[src/rtl/ma_data_mem_ctrl.sv]
// Memory-access stage data-memory controller: req/ack bus transactions with
// store lane formatting, load extraction/extension, stall, misalignment and timeout.
module ma_data_mem_ctrl #(
  parameter int TIMEOUT_CYCLES = 64
) (
  input  logic        CLK,
  input  logic        RESET,
  input  logic [1:0]  MEM_READ,
  input  logic [1:0]  MEM_WRITE,
  input  logic        LOAD_UNSIGNED,
  input  logic [31:0] ADDRESS,
  input  logic [31:0] WRITE_DATA,
  output logic [31:0] READ_DATA,
  output logic        BUSY,
  output logic        MISALIGNED,
  output logic        BUS_ERROR,
  output logic        MEM_BUS_REQ,
  output logic        MEM_BUS_WE,
  output logic [31:0] MEM_BUS_ADDR,
  output logic [31:0] MEM_BUS_WDATA,
  output logic [3:0]  MEM_BUS_BE,
  input  logic [31:0] MEM_BUS_RDATA,
  input  logic        MEM_BUS_ACK
);

  // state   | meaning
  // IDLE    | waiting for a valid aligned op
  // WAIT    | bus request outstanding, counting toward timeout
  // DONE    | result valid, pipeline advances; inputs ignored
  localparam logic [1:0] ST_IDLE = 2'd0;
  localparam logic [1:0] ST_WAIT = 2'd1;
  localparam logic [1:0] ST_DONE = 2'd2;

  localparam int CW = $clog2(TIMEOUT_CYCLES);
  localparam logic [CW-1:0] CNT_LAST = CW'(TIMEOUT_CYCLES - 1);

  logic [1:0]    state;
  logic [CW-1:0] cnt;
  logic [1:0]    ld_size;
  logic [1:0]    ld_off;
  logic          ld_uns;

  logic          is_read;
  logic [1:0]    op_size;
  logic          op_valid;
  logic          op_misal;
  logic          op_go;
  logic [3:0]    fmt_be;
  logic [31:0]   fmt_wdata;
  logic [7:0]    lb;
  logic [15:0]   lh;
  logic [31:0]   ld_value;

  always_comb begin
    is_read  = (MEM_READ != 2'b00);
    op_size  = is_read ? MEM_READ : MEM_WRITE;
    op_valid = (op_size != 2'b00);
    op_misal = ((op_size == 2'b10) && ADDRESS[0]) ||
               ((op_size == 2'b11) && (ADDRESS[1:0] != 2'b00));
    op_go    = (state == ST_IDLE) && op_valid && !op_misal;
    case (op_size)
      2'b01: begin
        fmt_be    = 4'b0001 << ADDRESS[1:0];
        fmt_wdata = {4{WRITE_DATA[7:0]}};
      end
      2'b10: begin
        fmt_be    = ADDRESS[1] ? 4'b1100 : 4'b0011;
        fmt_wdata = {2{WRITE_DATA[15:0]}};
      end
      default: begin
        fmt_be    = 4'b1111;
        fmt_wdata = WRITE_DATA;
      end
    endcase
  end

  // Stall and misalignment are forced low while reset is held, even if the
  // pipeline register still presents an op.
  assign BUSY        = RESET && (op_go || (state == ST_WAIT));
  assign MISALIGNED  = RESET && (state == ST_IDLE) && op_valid && op_misal;
  assign MEM_BUS_REQ = (state == ST_WAIT);

  always_comb begin
    case (ld_off)
      2'd0:    lb = MEM_BUS_RDATA[7:0];
      2'd1:    lb = MEM_BUS_RDATA[15:8];
      2'd2:    lb = MEM_BUS_RDATA[23:16];
      default: lb = MEM_BUS_RDATA[31:24];
    endcase
    lh = ld_off[1] ? MEM_BUS_RDATA[31:16] : MEM_BUS_RDATA[15:0];
    case (ld_size)
      2'b01:   ld_value = ld_uns ? {24'b0, lb} : {{24{lb[7]}}, lb};
      2'b10:   ld_value = ld_uns ? {16'b0, lh} : {{16{lh[15]}}, lh};
      default: ld_value = MEM_BUS_RDATA;
    endcase
  end

  always_ff @(posedge CLK or negedge RESET) begin
    if (!RESET) begin
      state         <= ST_IDLE;
      cnt           <= '0;
      ld_size       <= 2'b00;
      ld_off        <= 2'b00;
      ld_uns        <= 1'b0;
      READ_DATA     <= '0;
      BUS_ERROR     <= 1'b0;
      MEM_BUS_WE    <= 1'b0;
      MEM_BUS_ADDR  <= '0;
      MEM_BUS_WDATA <= '0;
      MEM_BUS_BE    <= '0;
    end else begin
      BUS_ERROR <= 1'b0;
      case (state)
        ST_IDLE: begin
          if (op_go) begin
            state         <= ST_WAIT;
            cnt           <= '0;
            MEM_BUS_ADDR  <= {ADDRESS[31:2], 2'b00};
            MEM_BUS_WE    <= !is_read;
            MEM_BUS_BE    <= fmt_be;
            MEM_BUS_WDATA <= fmt_wdata;
            ld_size       <= MEM_READ;
            ld_off        <= ADDRESS[1:0];
            ld_uns        <= LOAD_UNSIGNED;
          end
        end
        ST_WAIT: begin
          if (MEM_BUS_ACK) begin
            if (!MEM_BUS_WE) READ_DATA <= ld_value;
            state <= ST_DONE;
          end else if (cnt == CNT_LAST) begin
            BUS_ERROR <= 1'b1;
            if (!MEM_BUS_WE) READ_DATA <= '0;
            state <= ST_DONE;
          end else begin
            cnt <= cnt + 1'b1;
          end
        end
        ST_DONE: state <= ST_IDLE;
        default: state <= ST_IDLE;
      endcase
    end
  end

endmodule

[config.mk]
export PLATFORM = sky130hd
export DESIGN_NAME = ma_data_mem_ctrl
export DESIGN_NICKNAME = d
export VERILOG_FILES = /design/src/rtl/ma_data_mem_ctrl.sv
export SDC_FILE = /design/constraint.sdc
export NUM_CORES = 1
export LEC_CHECK = 0
export ABC_AREA = 0
export CORE_MARGIN = 3
export CORE_UTILIZATION = 35
export CTS_CLUSTER_DIAMETER = 40
export DETAILED_ROUTE_END_ITERATION = 8
export HOLD_SLACK_MARGIN = 0.02
export PLACE_DENSITY = 0.67
export SKIP_CTS_REPAIR_TIMING = 1
export SLEW_MARGIN = 40
export SYNTH_ARGS = -nofsm -noshare
export SYNTH_HDL_FRONTEND = slang
export SYNTH_SLANG_ARGS = --single-unit
[constraint.sdc]
create_clock -name CLK -period 2.57 [get_ports CLK]
set_clock_uncertainty 0.2 [all_clocks]
set_input_delay 0.257 -clock CLK [delete_from_list [all_inputs] [get_ports CLK]]
set_output_delay 0.257 -clock CLK [all_outputs]
set_load 0.005 [all_outputs]
# Word level (Yosys, flattened, before mapping)
# Cells that the tools add are included.
# op_classes
add_sub_neg	1
multipliers	0
div	0
magnitude_cmp	0
n_eq_ne	15
shifts	1
mux	24
n_bitwise	0
n_reduce_logical	23
# op_table
cell	count
$mux 32	6
$pmux 32 s2	2
$pmux 8 s3	1
$mux 6	3
$mux 16	1
$pmux 6 s2	1
$ne 2x2->1 const B	5
$reduce_bool 2->1	5
$eq 2x1->1 const B	4
$eq 2x2->1 const B	4
$logic_and 1x1->1	8
$mux 2	4
$pmux 4 s2	1
$reduce_and 4->1	2
$add 6x1->6 const B	1
$eq 6x6->1 const B	1
$logic_not 2->1	2
$mux 4	1
$pmux 2 s2	1
$reduce_and 2->1	2
$shl 1x2->4 const A	1
$mux 1	3
$ne 3x1->1 const B	1
$logic_not 1->1	2
$logic_or 1x1->1	2
# totals
ff_bits	113
latch_bits	0
ram_bits	0
rom_bits	0
in_bits	104
mem_count	0

# Longest topological paths before layout
# Gate-level depths: netlist (run 1).
# depth
depth_word	9
ltp_mapped	10

# Worst setup path after synthesis (run 1)
# No wires, ideal clock.
# synth_path
kind	input -> output
start	input MEM_READ[0]
end	output BUSY
t_arrival_ns	1.624
slack_ns	0.489
path_stages	8
cell_sequence	inv_1 -> a21oi_1 -> inv_1 -> ha_1 -> o21ai_0 -> nand3_1 -> clkbuf_1 -> a21boi_0
# synth_between
elab_chain_cells	9
# synth_rtl
element	line_no	source
from (decl)	8	input logic [1:0] MEM_READ,
$reduce_bool 2->1	55	is_read = (MEM_READ != 2'b00);
$mux 2 *	56	op_size = is_read ? MEM_READ : MEM_WRITE;
$eq 2x2->1 (on tied branches)	58, 59	
$logic_and 1x1->1 (on tied branches)	58, 59	
$logic_or 1x1->1	58	op_misal = ((op_size == 2'b10) && ADDRESS[0]) ||
$logic_not 1->1	60	op_go = (state == ST_IDLE) && op_valid && !op_misal;
$logic_and 1x1->1 *	60	
$logic_or 1x1->1 *	79	assign BUSY = RESET && (op_go || (state == ST_WAIT));
$logic_and 1x1->1 *	79	
to (decl)	14	output logic BUSY,
# Mark *: on every way between the ends. The rest lies on a longest branch, timed or not.

# Worst setup path after layout (run 1)
# Ends and elaborated chain as after synthesis.

==> results.json, run 1 <==
{
  "status": "complete, but fails checks",
  "violations": "negative setup slack",
  "core_mm2": 0.01464,
  "num_vias": 4914,
  "seq_area_frac_synth_pct": 53.40,
  "critPathMaxFanout": 3,
  "place.port_buffers": 206,
  "muxShareOfSynthArea_pct": 2.670,
  "hold_slack_ps": 17.33,
  "post_drt_wl_per_cell_um": 16.99,
  "ant_nets": 0,
  "synth-adder-area-share_pct": 1.654,
  "yosys.area_share.simple_pct": 20.32,
  "rsz0062_at_grt": "true",
  "synth_compound_area_share_pct": 17.65,
  "cp-start-kind": "input pin",
  "crit_family": "buffers and inverters",
  "syn_avg_cell_area_um2": 9.541,
  "cts_buffer_depth": 2,
  "grt_pass1_vias": 5044,
  "grt_pass1_wl_um": 25910,
  "power.density_mw_per_mm2": 1157,
  "p_leak_nw": 3.729,
  "first_pass_iters": 4,
  "drive_gt1_share_pct": 10.18,
  "cts-root-buf": "clkbuf_16",
  "final.period_utilization_pct": 106.4,
  "clock_sinks": 113,
  "syn-cell-area_mm2": 0.005295,
  "met3_usage_pct": 8.136,
  "finalHoldViolations": 0,
  "critPathSlowestCell": "clkdlybuf4s50_1",
  "area_growth_pct": 56.83,
  "met2_usage_pct": 32.53,
  "layout_min_cycle_time_ps": 2735,
  "ys_ff_latch": 113,
  "synth_top_family_by_area": "simple AND/OR/NAND/NOR gates",
  "setup_slack_ps": -165.4,
  "fin_nets": 886,
  "htree_levels": 4,
  "gp_congestion": 0.9073,
  "avgViaCountPerCell": 5.066,
  "synth-xor-area-share_pct": 0.1654,
  "cp.arrival_ps": 2280,
  "die_w_um": 129,
  "max_freq_ghz": 0.3656,
  "hp-class": "input pin to async pin",
  "worst_pin_slew_ps": 759.4,
  "first_iter_violations": 250,
  "drc": 0,
  "syn_inst": 555,
  "report.final.slew_viol_count": 0,
  "grtUsageMet1_pct": 23.56,
  "finalPower_w": 0.009604,
  "die-area_mm2": 0.01664,
  "drv_cap": 0,
  "endpoint_kind": "primary output",
  "clkLatencyLatePin_ps": 410,
  "antennaDiodeCount": 0,
  "setup_tns_ps": -165.4,
  "grt_busiest_layer": "met2",
  "slew_headroom_pct": 49.18,
  "critPathKind": "input pin to primary output",
  "max_stage_delay_ps": 510,
  "die-height_um": 129,
  "worstPathCellList": "clkdlybuf4s50_1 > inv_1 > a21oi_2 > inv_1 > ha_1 > o21ai_2 > nand3_2 > a21boi_1 > clkdlybuf4s50_1",
  "cp_num_buf_inv": 4,
  "setup_violations": 1,
  "grt.overflow.total": 0,
  "ioPinCount": 209,
  "final_cell_mix": "clkdlybuf4s50_1 (204), nand2_1 (173), dfrtp_1 (113), nor2_1 (29), nand2b_1 (28)",
  "ys_warn_count": 0,
  "cts_tree": "built",
  "synth_cell_types": 45,
  "rows": 44,
  "worst_ep_required_time_ps": 2110,
  "antenna_found_initial": 0,
  "grt_max_degree": 59,
  "numCtsBuffers": 17,
  "wl_um": 16480,
  "ir_worst_vdd_mv": 0.5503,
  "final_common_cell": "clkdlybuf4s50_1",
  "dp_hpwl_um": 12320,
  "grtUsageTotal_pct": 19.89,
  "clk_pin_slew_ps": 50,
  "start_util_pct": 36.16
}
-- through the flow --
stage | util (%) | setup WS, ps | cell area [µm²] | std cells
final | 56.71 | -165.4 | 8304 | 970
after global routing | 56.71 | -287.6 | 8304 | 970
after CTS | 56.40 | -369.3 | 8259 | 968
after detailed placement | 52.49 | -363.8 | 7687 | 938
after global placement | 52.44 | -239.9 | 7680 | 938
after floorplan | - | 489.1 | 5299 | 556
-- path summary, 6_finish.rpt --
kind	start	cells past startpoint	slack, ps	to
worst max-delay path	MEM_READ[0]	9	-170	BUSY
worst min-delay path	RESET	2	20	state[1]
min in group CLK	ADDRESS[9]	3	180	MEM_BUS_ADDR[9]
worst min register to register	MEM_BUS_ADDR[20]	2	270	MEM_BUS_ADDR[20]
max in group asynchronous	RESET	3	1290	READ_DATA[18]
worst max register to register	cnt[1]	6	370	READ_DATA[31]
-- flip-flops by register name, summed over array words and instances, names as in the netlist --
| signal | flops |
|---|---|
| BUS_ERROR | 1 |
| MEM_BUS_ADDR | 30 |
| MEM_BUS_BE | 4 |
| MEM_BUS_WDATA | 32 |
| MEM_BUS_WE | 1 |
| READ_DATA | 32 |
| cnt | 6 |
| ld_off | 2 |
| ld_size | 2 |
| ld_uns | 1 |
| state | 2 |
-- kinds of logic after synthesis --
family | Yosys count
adders and majority gates | 7
AOI/OAI and AO/OA | 121
other | 1
and+or+nand+nor | 252
xor gates and xnor gates | 1
muxes | 12
buffers and inverters | 48
DFF | 113
-- synth_stat cells (all sizes together) --
cell type  count  area [µm²]
and3b          1       8.760
mux2i          1       10.01
or3b           1       8.760
a22o          17       148.9
mux2          11       131.4
a221o         15       150.1
a32o           8       80.08
nand4          1       6.260
a31oi          3       18.77
o31ai          2       15.01
nor2          29       108.9
buf           18       101.3
and2           2       12.51
o21a           2       15.01
a21boi         1       7.510
clkinv         1       3.750
dfrtp        113        2828
a211oi         1       7.510
and4bb         1       12.51
ha             7       87.58
nor2b          4       25.02
o21bai         1       7.510
xor2           1       8.760
nand3          4       20.02
nand2        173       649.4
nand2b        28       175.2
conb           1       3.750
a221oi         9       96.35
o211ai        18       135.1
o21ba          1       10.01
and3           3       18.77
clkbuf        19       72.56
a21oi         15       86.34
a22oi          1       21.27
o21ai         27       135.1
nor3b          2       15.01
nor3           3       15.01
inv           10       37.54
-- power breakdown --
group / internal (W) / switching [W] / leakage [nW] / total, W
clock: 0.00151 / 0.000761 / 0.286 / 0.00227
combinational: 0.00236 / 0.00189 / 2.04 / 0.00426
sequential: 0.00258 / 0.000500 / 1.41 / 0.00308
-- final cells by class --
type	count	area (µm²)
inverter	11	41.29
multi-input combinational	395	2286
sequential	113	2828
timing repair buffer	237	2347
clock buffer	24	491.7
clock inverter	6	80.08
tap	184	230.2
fill	1293	6340
-- per-layer routing --
metal,up-vias,wire length [µm]
li1,2341,-
met1,2361,6796
met2,189,7855
met3,23,1518
met4,0,307
met5,-,0
(Power assumes the default switching activity.)
==> inputs of run 2 (changes only) <==
--- a/config.mk
+++ b/config.mk
@@ -6,12 +6,13 @@
 export NUM_CORES = 1
 export LEC_CHECK = 0
 export ABC_AREA = 0
+export CAP_MARGIN = 15
 export CORE_MARGIN = 3
-export CORE_UTILIZATION = 35
+export CORE_UTILIZATION = 44
 export CTS_CLUSTER_DIAMETER = 40
 export DETAILED_ROUTE_END_ITERATION = 8
 export HOLD_SLACK_MARGIN = 0.02
-export PLACE_DENSITY = 0.67
+export PLACE_DENSITY = 0.81
 export SKIP_CTS_REPAIR_TIMING = 1
 export SLEW_MARGIN = 40
 export SYNTH_ARGS = -nofsm -noshare
==> results.json, run 2 (same netlist as run 1, synthesis figures left out) <==
{
  "status": "complete, no violations",
  "grt_pass1_wl_um": 26040,
  "core_mm2": 0.01161,
  "p_leak_nw": 3.710,
  "ioPinCount": 209,
  "critPathKind": "input pin to primary output",
  "wl_um": 16740,
  "fin_nets": 884,
  "grtUsageTotal_pct": 25.26,
  "num_vias": 4970,
  "slew_headroom_pct": 49.75,
  "grt_max_degree": 67,
  "dp.cells": 894,
  "max_freq_ghz": 0.4086,
  "drive_gt1_share_pct": 10.32,
  "worst_pin_slew_ps": 751.0,
  "cts_buffer_depth": 2,
  "numCtsBuffers": 17,
  "die_w_um": 115.7,
  "grt.overflow.total": 0,
  "ir_worst_vdd_mv": 0.6351,
  "endpoint_kind": "primary output",
  "cts-root-buf": "clkbuf_16",
  "cp-start-kind": "input pin",
  "antenna_found_initial": 0,
  "post_dp_cell_area_mm2": 0.007601,
  "drc": 0,
  "reg2reg_to": "READ_DATA[7]",
  "start_util_pct": 45.59,
  "hold_start": "ADDRESS[7]",
  "max_stage_delay_ps": 470,
  "layout_min_cycle_time_ps": 2447,
  "hold_slack_ps": 167.0,
  "rr_worst_depth": 6,
  "holdPathStages": 3,
  "final_cell_mix": "clkdlybuf4s50_1 (203), nand2_1 (173), dfrtp_1 (113), nor2_1 (29), nand2b_1 (28)",
  "gp_congestion": 0.8953,
  "dp_hpwl_um": 12110,
  "rows": 39,
  "antennaDiodeCount": 0,
  "ff2ff_setup_slack_ps": 470,
  "cp.arrival_ps": 1990,
  "first_iter_violations": 308,
  "rsz0062_at_grt": "true",
  "area_growth_pct": 55.15,
  "worst_ep_required_time_ps": 2110,
  "layout.cells.non_filler": 928,
  "power.density_mw_per_mm2": 1165,
  "place.port_buffers": 206,
  "ant_nets": 0,
  "drv_cap": 0,
  "critPathSlowestCell": "clkdlybuf4s50_1",
  "whs_endpoint": "MEM_BUS_ADDR[7]",
  "htree_levels": 4,
  "die-height_um": 115.7,
  "finalPower_w": 0.009567,
  "clk_pin_slew_ps": 50,
  "fill_cells": 849,
  "report.final.slew_viol_count": 0,
  "grt_pass1_vias": 5171,
  "die-area_mm2": 0.01339,
  "final_area_mm2": 0.008215,
  "final.period_utilization_pct": 95.23,
  "clkLatencyLatePin_ps": 410,
  "avgViaCountPerCell": 5.356,
  "setup_violations": 0,
  "hp-class": "input pin to flip-flop",
  "worstPathCellList": "clkdlybuf4s50_1 > inv_1 > a21oi_2 > buf_4 > ha_1 > nor3_2 > buf_4 > nand3_2 > a21boi_1 > clkbuf_2",
  "clock_sinks": 113,
  "crit-reg2reg-launch": "cnt[0]",
  "critPathMaxFanout": 3,
  "finalHoldViolations": 0,
  "final_common_cell": "clkdlybuf4s50_1",
  "first_pass_iters": 5,
  "cts_tree": "built",
  "post_drt_wl_per_cell_um": 18.04,
  "reg_top3": "MEM_BUS_WDATA: 32 flops, READ_DATA: 32 flops, MEM_BUS_ADDR: 30 flops",
  "path_common_cell": "buf_4"
}
run 2: changes by cell type in the layout (fill, tap and decap cells not counted), sizes merged:
cell	delta
clkdlybuf4s50	-1
clkinv	+1
buf	-3
clkbuf	+2
dlygate4sd3	+1
bufinv	-1
run 2: stage by stage:
step | utilization, % | worst slack (ps) | TNS, ps
floorplan | - | 489.1 | 0
global placement | 65.38 | -261.3 | -1148
detailed placement | 65.45 | -371.0 | -8117
CTS | 70.19 | -379.3 | -653.9
global route | 70.74 | -34.72 | -34.72
finish | 70.74 | 122.5 | 0
run 2: report_power, final:
part / switching, W / internal [W] / total [W]
Combinational: 0.00191 / 0.00235 / 0.00426
Clock: 0.000775 / 0.00141 / 0.00219
Sequential: 0.000538 / 0.00258 / 0.00311
run 2: worst max path at each step:
stage	slack, ps	start	endpoint	cells past startpoint
2_1_floorplan	490	MEM_READ[0]	BUSY	8
3_3_place_gp	-260	MEM_READ[1]	BUSY	10
3_5_place_dp	-370	MEM_READ[1]	BUSY	10
4_1_cts	-380	MEM_READ[1]	BUSY	10
5_1_grt	-30	MEM_READ[0]	BUSY	10
6_report	120	MEM_READ[1]	BUSY	10
run 2: worst max-delay path: cells and delay by family:
| kind | cells | cell delay [ps] |
|---|---|---|
| and+or+nand+nor | 2 | 310 |
| buffers and inverters | 5 | 1000 |
| AOI/OAI and AO/OA | 2 | 200 |
| adders and majority gates | 1 | 210 |
run 2: metal layers:
| metal | up-vias | wire length [µm] | part of all wire [%] | global-route usage (%) |
|---|---|---|---|---|
| met5 | - | 0 | 0 | 0 |
| met4 | 0 | 414 | 2.5 | 10.44 |
| met3 | 31 | 1795 | 11 | 10.91 |
| met2 | 229 | 8151 | 49 | 41.36 |
| met1 | 2375 | 6379 | 38 | 29.23 |
| li1 | 2335 | - | - | - |
run 2: layout make-up:
class	count	area (µm²)	share of cell area [%]
flip-flops and latches	113	2828	34.42
repair buffers	235	2312	28.15
multi-input cells	395	2305	28.05
clock buffers	25	495.5	6.031
well taps	143	178.9	2.178
clock inverters	6	55.05	0.6701
inverters	11	41.29	0.5026
==> inputs of run 3 (changes only) <==
==> constraint.sdc (replaced) <==
create_clock -name CLK -period 2.57 [get_ports CLK]
set_clock_uncertainty 0.2 [all_clocks]
set_input_delay 0.257 -clock CLK [delete_from_list [all_inputs] [get_ports CLK]]
set_output_delay 0.257 -clock CLK [all_outputs]
set_load 0.02 [all_outputs]
==> results.json, run 3 (same netlist as run 1, synthesis figures left out) <==
{
  "drv_cap": 0,
  "avgViaCountPerCell": 5.361,
  "power.density_mw_per_mm2": 1274,
  "die-height_um": 115.7,
  "critPathMaxFanout": 3,
  "dp_hpwl_um": 11800,
  "dp_slack_ps": -515.4,
  "finalHoldViolations": 0,
  "dp.cells": 892,
  "cts_buffer_depth": 2,
  "critPathSlowestCell": "clkdlybuf4s50_1",
  "cts-root-buf": "clkbuf_16",
  "clkLatencyLatePin_ps": 410,
  "rows": 39,
  "core_mm2": 0.01161,
  "rsz0062_at_grt": "false",
  "worst_ep_required_time_ps": 2110,
  "grt_pass1_vias": 5147,
  "critPathKind": "input pin to primary output",
  "antennaDiodeCount": 0,
  "cts_tree": "built",
  "clk_pin_slew_ps": 50,
  "setup_slack_ps": 131.1,
  "setup_violations": 0,
  "path_common_cell": "buf_4",
  "crit_family": "buffers and inverters",
  "htree_levels": 4,
  "grtUsageTotal_pct": 24.60,
  "cp.arrival_ps": 1980,
  "die-area_mm2": 0.01339,
  "first_pass_iters": 4,
  "post_drt_wl_per_cell_um": 17.26,
  "setup_tns_ps": 0,
  "final_common_cell": "clkdlybuf4s50_1",
  "area_growth_pct": 54.77,
  "ir_worst_vdd_mv": 0.7504,
  "num_vias": 4964,
  "reg_top3": "MEM_BUS_WDATA: 32 flops, READ_DATA: 32 flops, MEM_BUS_ADDR: 30 flops",
  "worstPathCellList": "clkdlybuf4s50_1 > inv_1 > a21oi_2 > buf_4 > ha_1 > nor3_1 > buf_4 > nand2_1 > a21oi_1 > clkbuf_2",
  "p_leak_nw": 3.687,
  "drc": 0,
  "first_iter_violations": 348,
  "clock_sinks": 113,
  "gp_congestion": 0.8854,
  "cp-start-kind": "input pin",
  "ant_nets": 0,
  "fin_nets": 881,
  "start_util_pct": 45.59,
  "layout_min_cycle_time_ps": 2439,
  "max_stage_delay_ps": 460,
  "cp_num_buf_inv": 5,
  "final_cell_mix": "clkdlybuf4s50_1 (203), nand2_1 (173), dfrtp_1 (113), nor2_1 (29), nand2b_1 (28)",
  "max_freq_ghz": 0.4100,
  "final_core_utilization_pct": 70.57,
  "status": "complete, no violations",
  "worst_pin_slew_ps": 791.5,
  "grt.overflow.total": 0,
  "slew_headroom_pct": 47.03,
  "die_w_um": 115.7,
  "layout.cells.non_filler": 926,
  "grt_pass1_wl_um": 25660,
  "numCtsBuffers": 17,
  "antenna_found_initial": 0,
  "wl_um": 15980,
  "ioPinCount": 209,
  "drive_gt1_share_pct": 10.22,
  "hp-class": "input pin to flip-flop",
  "endpoint_kind": "primary output",
  "place.port_buffers": 206,
  "grt_max_degree": 79,
  "final.period_utilization_pct": 94.90,
  "report.final.slew_viol_count": 0
}
-- run 3: changes by cell type in the layout (fill, tap and decap cells not counted), sizes merged --
cell	before	now
buf	28	26
clkinvlp	0	1
dlymetal6s2s	1	0
bufinv	1	2
clkbuf	26	22
clkinv	6	9
-- run 3: where the power goes --
| part | leakage [nW] | switching, W | internal, W |
|---|---|---|---|
| registers | 1.41 | 0.000527 | 0.00258 |
| logic | 1.99 | 0.00271 | 0.00233 |
| clock network | 0.292 | 0.000809 | 0.00149 |
| total | 3.69 | 0.00405 | 0.00640 |
-- run 3: layout make-up --
type | instances | area, µm²
multi-input combinational | 395 | 2285
timing repair buffer | 232 | 2281
sequential | 113 | 2828
clock inverter | 11 | 111.4
inverter | 11 | 41.29
tap | 143 | 178.9
clock buffer | 21 | 470.5
fill | 842 | 3418
-- run 3: per-stage QoR --
step | cell area [µm²] | power, W | hold slack [ps]
3_3_place_gp | 7579 | 0.008025 | -137.3
4_1_cts | 8168 | 0.01054 | -578.3
3_5_place_dp | 7586 | 0.008176 | -137.6
2_1_floorplan | 5299 | 0.005839 | -238.6
5_1_grt | 8195 | 0.01112 | 169.6
6_report | 8195 | 0.01044 | 172.9
-- run 3: worst min-delay path: cells and delay by family --
family        cells  cell delay [ps]
buf+inv           1              390
simple gates      2               90
-- run 3: final timing paths --
check	slack, ps	endpoint	start	cells past startpoint
max	130	MISALIGNED	MEM_READ[1]	10
min	170	MEM_BUS_ADDR[8]	ADDRESS[8]	3
max reg2reg	460	READ_DATA[7]	cnt[0]	6
min reg2reg	270	MEM_BUS_ADDR[16]	MEM_BUS_ADDR[16]	2
max in group asynchronous	760	MEM_BUS_ADDR[6]	RESET	4
min in group asynchronous	380	MEM_BUS_BE[2]	RESET	3
-- run 3: metal layers --
metal	global-route usage [%]	up-vias	wire [µm]
met1	29.57	2402	6389
met5	0	-	0
met3	11.17	26	1724
met2	39.39	205	7500
met4	8.585	0	368
li1	-	2331	-
